===== config.mk =====
export PLATFORM = sky130hd
export DESIGN_NAME = cpu_datapath_flat
export DESIGN_NICKNAME = d
export VERILOG_FILES = /design/src/rtl/cpu_datapath_if.sv /design/src/rtl/cpu_datapath.sv /design/src/flat_wrapper.sv
export SDC_FILE = /design/constraint.sdc
export NUM_CORES = 1
export LEC_CHECK = 0
export ABC_AREA = 0
export CORE_ASPECT_RATIO = 1.4
export CORE_UTILIZATION = 40
export CTS_BUF_LIST = sky130_fd_sc_hd__clkbuf_4
export DETAILED_ROUTE_END_ITERATION = 6
export GPL_TIMING_DRIVEN = 0
export PLACE_DENSITY = 0.82
export SLEW_MARGIN = 20
export SYNTH_ARGS = -nofsm -noshare
export SYNTH_HDL_FRONTEND = slang
export SYNTH_SLANG_ARGS = --single-unit

===== constraint.sdc =====
create_clock -name clk -period 4.8 [get_ports clk]
set_input_delay 0.96 -clock clk [delete_from_list [all_inputs] [get_ports clk]]
set_output_delay 0.96 -clock clk [all_outputs]
set_load 0.03 [all_outputs]

===== src/rtl/cpu_datapath_if.sv =====
// Memory port bundle between the accumulator datapath and the
// single-port program/data memory.
interface cpu_datapath_if #(
   parameter int ADDR_WIDTH = 5,
   parameter int DATA_WIDTH = 8
);
   logic [ADDR_WIDTH-1:0] mem_addr;
   logic [DATA_WIDTH-1:0] mem_wdata;
   logic [DATA_WIDTH-1:0] mem_rdata;
   logic                  mem_we;
   logic                  mem_re;

   modport master (
      output mem_addr,
      output mem_wdata,
      output mem_we,
      output mem_re,
      input  mem_rdata
   );

   modport slave (
      input  mem_addr,
      input  mem_wdata,
      input  mem_we,
      input  mem_re,
      output mem_rdata
   );
endinterface


===== src/rtl/cpu_datapath.sv =====
// Accumulator CPU datapath: phase counter, ir, pc, acc, ALU and memory-port drive.
// Consumes the controller's strobes and returns phase/opcode/zero to it.
module cpu_datapath #(
   parameter int ADDR_WIDTH = 5,
   parameter int DATA_WIDTH = 8
) (
   input  logic                  clk,
   input  logic                  rst_n,
   input  logic                  sel,
   input  logic                  rd,
   input  logic                  ld_ir,
   input  logic                  halt,
   input  logic                  inc_pc,
   input  logic                  ld_ac,
   input  logic                  wr,
   input  logic                  ld_pc,
   input  logic                  data_e,
   output logic [2:0]            phase,
   output logic [2:0]            opcode,
   output logic                  zero,
   output logic                  halted,
   output logic [ADDR_WIDTH-1:0] pc,
   output logic [DATA_WIDTH-1:0] acc,
   cpu_datapath_if.master        mem
);

   typedef enum logic [2:0] {
      OP_HLT = 3'd0,
      OP_SKZ = 3'd1,
      OP_ADD = 3'd2,
      OP_AND = 3'd3,
      OP_XOR = 3'd4,
      OP_LDA = 3'd5,
      OP_STO = 3'd6,
      OP_JMP = 3'd7
   } op_e;

   localparam logic [ADDR_WIDTH-1:0] PC_ONE = {{(ADDR_WIDTH-1){1'b0}}, 1'b1};

   logic [2:0]            phase_q, phase_d;
   logic [DATA_WIDTH-1:0] ir_q, ir_d;
   logic [ADDR_WIDTH-1:0] pc_q, pc_d;
   logic [DATA_WIDTH-1:0] acc_q, acc_d;
   logic                  halted_q, halted_d;
   logic [DATA_WIDTH-1:0] alu_out;
   op_e                   op;

   assign op = op_e'(ir_q[DATA_WIDTH-1 -: 3]);

   always_comb begin
      alu_out = acc_q;
      case (op)
         OP_ADD:  alu_out = acc_q + mem.mem_rdata;
         OP_AND:  alu_out = acc_q & mem.mem_rdata;
         OP_XOR:  alu_out = acc_q ^ mem.mem_rdata;
         OP_LDA:  alu_out = mem.mem_rdata;
         default: alu_out = acc_q;
      endcase
   end

   // The halting edge itself still advances phase and applies its loads.
   always_comb begin
      phase_d  = phase_q;
      ir_d     = ir_q;
      pc_d     = pc_q;
      acc_d    = acc_q;
      halted_d = halted_q;
      if (!halted_q) begin
         phase_d = phase_q + 3'd1;
         if (ld_ir) ir_d = mem.mem_rdata;
         if (ld_pc) begin
            pc_d = ir_q[ADDR_WIDTH-1:0];
         end else if (inc_pc) begin
            pc_d = pc_q + PC_ONE;
         end
         if (ld_ac) acc_d = alu_out;
         if (halt)  halted_d = 1'b1;
      end
   end

   always_ff @(posedge clk or negedge rst_n) begin
      if (!rst_n) begin
         phase_q  <= '0;
         ir_q     <= '0;
         pc_q     <= '0;
         acc_q    <= '0;
         halted_q <= 1'b0;
      end else begin
         phase_q  <= phase_d;
         ir_q     <= ir_d;
         pc_q     <= pc_d;
         acc_q    <= acc_d;
         halted_q <= halted_d;
      end
   end

   assign phase     = phase_q;
   assign opcode    = ir_q[DATA_WIDTH-1 -: 3];
   assign zero      = (acc_q == '0);
   assign halted    = halted_q;
   assign pc        = pc_q;
   assign acc       = acc_q;

   assign mem.mem_addr  = sel ? pc_q : ir_q[ADDR_WIDTH-1:0];
   assign mem.mem_wdata = data_e ? acc_q : '0;
   assign mem.mem_we    = wr;
   assign mem.mem_re    = rd;

endmodule

===== src/flat_wrapper.sv =====
// flat-port wrapper written by rule: the top's interface ports become plain ports
module cpu_datapath_flat 
#(
   parameter int ADDR_WIDTH = 5,
   parameter int DATA_WIDTH = 8
)
  (clk, rst_n, sel, rd, ld_ir, halt, inc_pc, ld_ac, wr, ld_pc, data_e, phase, opcode, zero, halted, pc, acc, mem_mem_addr, mem_mem_wdata, mem_mem_we, mem_mem_re, mem_mem_rdata);
  cpu_datapath_if #(.ADDR_WIDTH(ADDR_WIDTH), .DATA_WIDTH(DATA_WIDTH)) mem_i ();
  input  logic clk;
  input  logic rst_n;
  input  logic sel;
  input  logic rd;
  input  logic ld_ir;
  input  logic halt;
  input  logic inc_pc;
  input  logic ld_ac;
  input  logic wr;
  input  logic ld_pc;
  input  logic data_e;
  output logic [2:0] phase;
  output logic [2:0] opcode;
  output logic zero;
  output logic halted;
  output logic [ADDR_WIDTH-1:0] pc;
  output logic [DATA_WIDTH-1:0] acc;
  output wire logic [$bits(mem_i.mem_addr)-1:0] mem_mem_addr;
  output wire logic [$bits(mem_i.mem_wdata)-1:0] mem_mem_wdata;
  output wire logic [$bits(mem_i.mem_we)-1:0] mem_mem_we;
  output wire logic [$bits(mem_i.mem_re)-1:0] mem_mem_re;
  input wire logic [$bits(mem_i.mem_rdata)-1:0] mem_mem_rdata;
  assign mem_mem_addr = mem_i.mem_addr;
  assign mem_mem_wdata = mem_i.mem_wdata;
  assign mem_mem_we = mem_i.mem_we;
  assign mem_mem_re = mem_i.mem_re;
  assign mem_i.mem_rdata = mem_mem_rdata;
  cpu_datapath #(.ADDR_WIDTH(ADDR_WIDTH), .DATA_WIDTH(DATA_WIDTH)) u_core (.clk(clk), .rst_n(rst_n), .sel(sel), .rd(rd), .ld_ir(ld_ir), .halt(halt), .inc_pc(inc_pc), .ld_ac(ld_ac), .wr(wr), .ld_pc(ld_pc), .data_e(data_e), .phase(phase), .opcode(opcode), .zero(zero), .halted(halted), .pc(pc), .acc(acc), .mem(mem_i));
endmodule

==> results_dict.tcl <==
set metrics [dict create \
    wl_met2_mm 2.40 \
    die_area_um2 4780 \
    dpl_worst_slack_ns 1.31 \
    crit_buf_inv 2 \
    antenna_found_initial 0 \
    antenna_cells 0 \
    place.gp.congestion 0.897 \
    drc 0 \
    crit_chain "clkdlybuf4s50_1, mux2_2, clkdlybuf4s50_1" \
    drt_iter0_markers 97 \
    fin_crit_ns 3.48 \
    area_growth_pct 34.4 \
    ctsHoldBuffers 0 \
    p_leak_nw 1.03 \
    drt-pass1-iter-count 4 \
    overflow 0 \
    fin_crit_sh_pct 72.5 \
    crit_path_end_kind "output pin" \
    final_cell_mix "clkdlybuf4s50_1, dfrtp_1, mux2_2" \
    min-delay-path-class "flop to flop" \
    critical_path_peak_fanout 5 \
    layout_setup_ws_ns 1.32 \
    wirelength_mm 4.44 \
    hpwl_mm 3.53 \
    pin_count 55 \
    start_util_pct 42.2 \
    numCtsBuffers 3 \
    root_buffer "clkbuf_4" \
    rsz0062_at_grt "false" \
    drtAntennaViolNets 0 \
    syn_inst 189 \
    vias 1636 \
    coreArea_um2 4270 \
    drv_cap 0 \
    rows 28 \
    grt_pass1_vias 1547 \
    final_common_cell "clkdlybuf4s50_1" \
    synth-edff-count 0 \
    start_kind "primary input" \
    top_layer "met4" \
    syn-num-nets 220 \
    crit_type "primary input to output pin" \
    worstPathArrival_ns 2.52 \
    cp_top_family "buffers and inverters" \
    finalInstanceArea_um2 2420 \
    post_cts_resized 0 \
    finalSetupViolCount 0 \
    async_flop_share_pct 100 \
    netlist_area_um2 1800 \
    ys.flop_type "dfrtp_1" \
    htreeDepth 1 \
    track_usage_pct 20.0 \
    post_cts_buffers 0 \
    grt_pass1_wl_mm 7.18 \
    nNetsFinal 277 \
    grt_max_degree 26 \
    drive_above_1_share_pct 14.7 \
    yosys_warnings 0 \
    power_mw 0.655 \
    ys_seq_area_share_pct 34.7 \
    avgSynthCellArea_um2 9.54 \
    ys_ff_latch 25 \
    die_width_um 58.7 \
    dpl.cell_count 301 \
    wl_per_cell_um 14.6 \
    cts_tree "yes" \
    cp_slowest_cell "clkdlybuf4s50_1" \
    status "finished clean" \
    powerDensity_nw_per_um2 270 \
    worst_clock_skew_ns 0.00682 \
    cpMostUsedCell "clkdlybuf4s50_1" \
    insertion_delay_ns 0.32 \
    route.layer.met1.wl_mm 1.74 \
    layoutNonFillerInstCount 305 \
    die_h_um 81.4 \
    yosysUniqueCellTypes 47 \
    slew_headroom_pct 62.6 \
    slowest_delay_ns 0.60 \
    ir_drop_v 0.0000911 \
    required_ns 3.84 \
    numPortBuffers 52 \
    clock_sinks 25 \
    max_freq_mhz 287 \
    viasPerCell 5.36 \
    fin_setup_tns_ns 0 \
    slew_violations 0 \
    clockBufferDepth 2 \
    clk_pin_slew_worst_paths_ns 0.13 \
    wl_met3_um 251 \
    dpl_cell_area_um2 2390 \
    finalHoldViolations 0 \
    worst-slew-pin-transition_ns 0.561 \
]
-- power breakdown --
| part | switching, mW | internal [mW] |
|---|---|---|
| sequential | 0.0280 | 0.233 |
| clock | 0.0617 | 0.0382 |
| combinational | 0.157 | 0.138 |
| total | 0.246 | 0.409 |
-- metal layers --
layer / up-vias / track usage [%]
met5: - / 0
met4: 0 / 7.62
met3: 5 / 2.52
met2: 49 / 37.0
met1: 776 / 22.8
li1: 806 / -
-- kinds of logic after synthesis --
group	Yosys count	share of synthesized area (%)
AOI/OAI and AO/OA	55	19.2
and+or+nand+nor	53	16.9
DFF	25	34.7
buffers and inverters	19	5.76
muxes	19	11.8
adders and majority gates	12	8.74
xor gates and xnor gates	6	2.91
-- cell type report --
type	count	area [um^2]
multi-input combinational	145	1070
inverter	5	18.8
buffer	14	85.1
sequential	25	626
fill	397	1850
timing repair buffer	52	515
clock buffer	4	30.0
tap	60	75.1
-- stage by stage --
stage,hold slack (ns),util (%)
finish,0.483,56.7
CTS,0.491,56.7
global placement,0.458,56.1
floorplan,0.491,-
detailed placement,0.470,56.0
global route,0.513,56.7
-- state kept, by name (all words and copies together), names as in the netlist --
| signal | count |
|---|---|
| u_core.acc | 8 |
| u_core.ir_q | 8 |
| u_core.phase | 3 |
| u_core.halted | 1 |
| u_core.pc | 5 |
-- Yosys cell counts (2+ instances only) --
| master | n | share of area, % |
|---|---|---|
| dfrtp_1 | 25 | 35 |
| mux2_2 | 18 | 11 |
| a21oi_1 | 15 | 4.2 |
| o21ai_0 | 15 | 4.2 |
| ha_1 | 11 | 7.6 |
| nand2_1 | 11 | 2.3 |
| and2_1 | 9 | 3.1 |
| nor2_1 | 9 | 1.9 |
| buf_4 | 6 | 2.5 |
| clkbuf_1 | 5 | 1.0 |
| inv_1 | 5 | 1.0 |
| a22oi_1 | 4 | 1.7 |
| nor2b_1 | 4 | 1.4 |
| nor3_1 | 4 | 1.1 |
| xor2_1 | 4 | 1.9 |
| a32oi_1 | 3 | 1.5 |
| a211o_1 | 2 | 0.97 |
| a22o_1 | 2 | 0.97 |
| a31oi_1 | 2 | 0.69 |
| and3b_1 | 2 | 0.97 |
| buf_2 | 2 | 0.56 |
| nand2b_1 | 2 | 0.69 |
| nand4_1 | 2 | 0.69 |
| or2_2 | 2 | 0.69 |
| or4_1 | 2 | 0.83 |
| xnor2_1 | 2 | 0.97 |
-- worst register-to-register path, stage by stage, from the launching register on --
cell and delay, ns:
dfrtp_1 0.46, ha_1 0.25, inv_1 0.07, fa_1 0.40
nor2b_1 0.17, o31a_1 0.16, o22ai_1 0.10, mux2i_1 0.16
nand2_1 0.07
-- final timing paths --
kind / startpoint / endpoint / slack [ns] / depth (start not counted)
min in group asynchronous: rst_n / u_core.pc[1] / 0.61 / 1
max reg2reg: u_core.acc[0] / u_core.acc[6] / 2.86 / 8
max in group asynchronous: rst_n / u_core.acc[6] / 3.82 / 1
min: u_core.phase[2] / u_core.phase[2] / 0.48 / 1
max: sel / mem_mem_addr[1] / 1.32 / 3
min reg2reg: u_core.phase[2] / u_core.phase[2] / 0.48 / 1
Note: power is estimated with default switching activity, not from simulation.
